File: src/rtl/intc.sv
// Interrupt controller: NSRC request lines, per-source edge/level mode,
// enable mask, global enable, pending register with write-1-to-clear
// (edge sources) and a fixed-priority vector register.
// Bus reads are registered into dbr. irq is registered.
module intc #(
    parameter int NSRC = 4
) (
    input  logic            clk,
    input  logic            rst,
    output logic [7:0]      dbr,
    input  logic [7:0]      dbw,
    input  logic [1:0]      addr,
    input  logic            cs,
    input  logic            we,
    input  logic [NSRC-1:0] src,
    output logic            irq
);

    localparam logic [1:0] ADDR_PEND = 2'd0;
    localparam logic [1:0] ADDR_ENA  = 2'd1;
    localparam logic [1:0] ADDR_MODE = 2'd2;
    localparam logic [1:0] ADDR_CTRL = 2'd3;

    logic [NSRC-1:0] r_src_q;
    logic [NSRC-1:0] r_rise;
    logic [NSRC-1:0] r_pend;
    logic [NSRC-1:0] r_ena;
    logic [NSRC-1:0] r_mode;
    logic            r_ge;
    logic            r_irq;
    logic [7:0]      r_dbr;

    logic            w_wr_pend;
    logic            w_wr_ena;
    logic            w_wr_mode;
    logic            w_wr_ctrl;
    logic            w_rd;
    logic [NSRC-1:0] w_pend_next;
    logic [NSRC-1:0] w_pe;
    logic [7:0]      w_vec;
    logic [7:0]      w_rd_data;

    assign w_wr_pend = cs & we & (addr == ADDR_PEND);
    assign w_wr_ena  = cs & we & (addr == ADDR_ENA);
    assign w_wr_mode = cs & we & (addr == ADDR_MODE);
    assign w_wr_ctrl = cs & we & (addr == ADDR_CTRL);
    assign w_rd      = cs & ~we;
    assign w_pe      = r_pend & r_ena;

    // Per-source pending logic. Edge sources latch the registered rise
    // pulse and hold until a 1 is written; a set arriving together with a
    // clear wins. Level sources simply mirror the synchronised input, so
    // both modes present PEND one edge after src_q.
    genvar gi;
    generate
        for (gi = 0; gi < NSRC; gi++) begin : g_pend
            logic w_clr;
            assign w_clr = w_wr_pend & dbw[gi];
            assign w_pend_next[gi] = r_mode[gi]
                                   ? (r_rise[gi] | (r_pend[gi] & ~w_clr))
                                   : r_src_q[gi];
        end
    endgenerate

    // Sample the request lines and register the rising-edge pulse.
    always_ff @(posedge clk or negedge rst) begin
        if (!rst) begin
            r_src_q <= '0;
            r_rise  <= '0;
        end else begin
            r_src_q <= src;
            r_rise  <= src & ~r_src_q;
        end
    end

    // Control/status registers; bus writes take effect on the write edge.
    always_ff @(posedge clk or negedge rst) begin
        if (!rst) begin
            r_pend <= '0;
            r_ena  <= '0;
            r_mode <= '0;
            r_ge   <= 1'b0;
        end else begin
            r_pend <= w_pend_next;
            if (w_wr_ena)  r_ena  <= dbw[NSRC-1:0];
            if (w_wr_mode) r_mode <= dbw[NSRC-1:0];
            if (w_wr_ctrl) r_ge   <= dbw[0];
        end
    end

    // Lowest-numbered pending-and-enabled source wins; 0x80 when none.
    always_comb begin
        w_vec = 8'h80;
        for (int i = NSRC - 1; i >= 0; i--) begin
            if (w_pe[i]) w_vec = {5'd0, 3'(i)};
        end
    end

    // Read mux; bits above NSRC are forced to zero.
    always_comb begin
        w_rd_data = 8'h00;
        case (addr)
            ADDR_PEND: w_rd_data[NSRC-1:0] = r_pend;
            ADDR_ENA:  w_rd_data[NSRC-1:0] = r_ena;
            ADDR_MODE: w_rd_data[NSRC-1:0] = r_mode;
            default:   w_rd_data = w_vec;
        endcase
    end

    // Interrupt output, computed from the register values before this edge.
    always_ff @(posedge clk or negedge rst) begin
        if (!rst) begin
            r_irq <= 1'b0;
        end else begin
            r_irq <= r_ge & (|w_pe);
        end
    end

    // Registered read data; holds when no read is in progress.
    always_ff @(posedge clk or negedge rst) begin
        if (!rst) begin
            r_dbr <= 8'h00;
        end else if (w_rd) begin
            r_dbr <= w_rd_data;
        end
    end

    assign irq = r_irq;
    assign dbr = r_dbr;

endmodule

File: config.mk
export PLATFORM = sky130hd
export DESIGN_NAME = intc
export DESIGN_NICKNAME = d
export VERILOG_FILES = /design/src/rtl/intc.sv
export SDC_FILE = /design/constraint.sdc
export NUM_CORES = 1
export LEC_CHECK = 0
export BUFFER_PORTS_ARGS = -buffer_cell sky130_fd_sc_hd__buf_2
export CAP_MARGIN = 20
export CELL_PAD_IN_SITES_DETAIL_PLACEMENT = 1
export CELL_PAD_IN_SITES_GLOBAL_PLACEMENT = 2
export CORE_MARGIN = 2
export CORE_UTILIZATION = 33
export DETAILED_ROUTE_END_ITERATION = 10
export PLACE_DENSITY_LB_ADDON = 0.1
export SLEW_MARGIN = 20
export SYNTH_ARGS = -nofsm -noshare
export SYNTH_HDL_FRONTEND = slang
export SYNTH_SLANG_ARGS = --single-unit
File: constraint.sdc
create_clock -name clk -period 2 [get_ports clk]
set_clock_uncertainty 0.1 [all_clocks]
set_input_delay 0.2 -clock clk [delete_from_list [all_inputs] [get_ports clk]]
set_output_delay 0.2 -clock clk [all_outputs]
set_load 0.02 [all_outputs]
==> impl_metrics.toml <==
[yosys]
syn_inst = 97
syn_area_per_cell_sq_um = 11.9
synth_xor_area_share_pct = 0
ys_types = 26
synth_top_family_by_area = "multiplexers"
yosys-top-cells-count = "27 x dfrtp_1, 11 x a21oi_1, 10 x mux2_2, 10 x nand2_1"
yosysTopAreaCellShare_pct = 58.6
ys_async_sr_fraction_pct = 100
synth.largest_area_cell = "dfrtp_1"
yosys_warnings = 0
synthAdderAreaFrac_pct = 0
synth.area.mux_share_pct = 14.6
synth.top_cells.by_area = "dfrtp_1 59%, mux2_2 9.8%, a21oi_1 4.8%, nand2_1 3.3%, nor2b_1 3.3%"
synth_simple_gate_area_share_pct = 12.4
synth_compound_area_share_pct = 10.6
netlist_area_sq_um = 1150
synth.most_common_cell = "dfrtp_1"
synth_seq_cells = 27
ys_seq_area_share_pct = 58.6
synth-main-ff-cell = "dfrtp_1"
synth-edff-count = 0

[min_path]
worstHoldEndpoint = "r_mode[1]$_DFFE_PN0P_"
hold_start = "dbw[1]"
hold_path.class = "input port to register"
hold_path_depth = 2

[floorplanning]
die_h_microns = 63.1
fp.dieW_microns = 63.1
die_area_sq_um = 3980
core.rowCount = 21
coreArea_sq_um = 3340
initial_core_util_pct = 34.6
pin_count = 27

[critical_path]
cp_data_required_time_ns = 2.13
rr_startpoint = "r_pend[2]$_DFF_PN0_"
cp_slowest_cell = "mux4_1"
cp-start-kind = "register"
worst-path-max-fanout = 4
crit_path_max_incr_delay_ns = 0.48
r2r_cells = 4
regToRegSetupSlack_ns = 0.33
path_cells = "a22oi_2, nor2b_1, mux4_1, mux2_2"
path_class = "register to register"
critPathCaptureType = "register"
r2r-end = "dbr[1]$_DFFE_PN0P_"
arrival_ns = 1.81

[placed_design]
post-place-ws_ns = 0.337
hpwl_microns = 1650
portBuffers = 19
gp_congestion = 0.692

[drt]
drtPass1Iterations = 3
wire_per_inst_microns = 13.3
viasPerCell = 4.64
vias = 789
drt-initial-drc-count = 9
totalWireLength_microns = 2260
antenna_left = 0
drc_errors = 0

[final_layout]
multi_input_area_sq_um = 445
syn_to_final_growth_pct = 20.1
n_antenna_cell = 0
layout-drive-gt1-share_pct = 29.0
fillers = 383
final_net_count = 143
seqCellArea_sq_um = 676

[pwr]
p_leak_nw = 0.625
p_switching_w = 0.000387
p_int_w = 0.000851
p_clk_share_pct = 20.0
power_density_nw_per_um2 = 894
switching_share_pct = 31.3
ir_worst_vdd_mv = 0.315
p_comb_share_pct = 22.0
pwr-share-seq_pct = 58.0

[timing]
timing.final.crit_share_pct = 83.5
hold_viol = 0
period_needed_ns = 1.67
worstMarginPinSlew_ns = 0.603
grt_setup_unrepaired = "no"
setup_viol = 0
relSlewSlack_pct = 59.8
final_max_slew_viol_count = 0
final.setup.worst_slack_ns = 0.330
fmax_ghz = 0.599
setup_tns_ns = 0

[clock_tree]
cts-root-buf = "clkbuf_4"
path_clk_slew_ns = 0.15
clkLatencyLatePin_ns = 0.33
post_cts_buffers = 0
ctsHtreeMaxLevel = 1
cts_inserted_buffers = 3
clockBufferDepth = 2
cts_tree = "built"
postCtsHoldBufs = 5
cts_sinks = 27
post_cts_resized = 0

[grt]
track_usage_pct = 12.5
grt_pass1_vias = 811
antenna_found_initial = 0
grt.overflow.total = 0
grt_max_degree = 28
grt_pass1_wl_microns = 3760

[flow_run]
maxCapViolations = 0

[status]
status = "complete, no violations"
[worst max-delay path by stage]
stage	startpoint	end	slack (ns)
after floorplan	r_pend[2]$_DFF_PN0_	dbr[1]$_DFFE_PN0P_	0.44
after global placement	r_pend[2]$_DFF_PN0_	dbr[1]$_DFFE_PN0P_	0.37
after detailed placement	r_pend[2]$_DFF_PN0_	dbr[1]$_DFFE_PN0P_	0.34
after CTS	r_pend[2]$_DFF_PN0_	dbr[1]$_DFFE_PN0P_	0.31
after global routing	r_pend[2]$_DFF_PN0_	dbr[1]$_DFFE_PN0P_	0.28
final	r_pend[2]$_DFF_PN0_	dbr[1]$_DFFE_PN0P_	0.33
[metrics by stage]
stage | power (W) | instances | instance area, sq um | hold WS (ns) | utilization, %
floorplan | 0.000898 | 99 | 1160 | -0.196 | -
global placement | 0.000989 | 159 | 1280 | 0.141 | 38.5
detailed placement | 0.000998 | 159 | 1280 | 0.153 | 38.5
CTS | 0.00125 | 168 | 1370 | 0.0116 | 40.9
global route | 0.00132 | 170 | 1390 | 0.0137 | 41.5
finish | 0.00124 | 170 | 1390 | 0.0317 | 41.5
[placed cells by master (no fill, tap or decap), drive strengths merged, types with 6 or more instances in the layout]
master and count:
nand2 10, buf 20, a21oi 11, dfrtp 27
nor2b 6, dlygate4sd3 7, mux2 10, nor2 6
[sequential cells by signal, indices dropped and copies added (netlist names)]
register  flops
r_ge          1
r_rise        4
r_mode        4
r_src_q       4
irq           1
r_ena         4
r_pend        4
dbr           5
[final cells by class]
| type | count | area share [%] |
|---|---|---|
| multi-input combinational | 65 | 32.2 |
| sequential | 27 | 48.8 |
| inverter | 1 | 0.271 |
| clock inverter | 1 | 0.542 |
| tap | 46 | 4.16 |
| timing repair buffer | 27 | 12.5 |
| clock buffer | 3 | 1.63 |
[power by group through the flow]
stage | registers [W] | logic [W] | clock network, W
6_report | 0.000718 | 0.000273 | 0.000248
3_5_place_dp | 0.000730 | 0.000268 | 0
5_1_grt | 0.000732 | 0.000308 | 0.000284
3_3_place_gp | 0.000726 | 0.000262 | 0
2_1_floorplan | 0.000742 | 0.000156 | 0
4_1_cts | 0.000718 | 0.000276 | 0.000260
[logic make-up after synthesis]
kind of cell | Yosys count
AND/OR/NAND/NOR | 28
other | 1
flip-flops | 27
AO/OA/AOI/OAI | 20
multiplexers | 14
buffers and inverters | 7
[layer usage]
layer  share of wire [%]  routed length [microns]  global-route usage, %  vias up
met5                   0                        0                      0        -
met4                 1.8                       40                   5.00        0
met1                  46                     1040                   15.1      378
li1                    -                        -                      -      388
met3                 4.6                      103                   3.04        5
met2                  47                     1070                   21.1       18
[critical path: cells and delay by family (launching register included)]
kind | cells | cell delay, ns
AND/OR/NAND/NOR | 1 | 0.06
AO/OA/AOI/OAI | 1 | 0.22
flip-flops | 1 | 0.45
multiplexers | 2 | 0.75
Note: power is estimated with default switching activity, not from simulation.
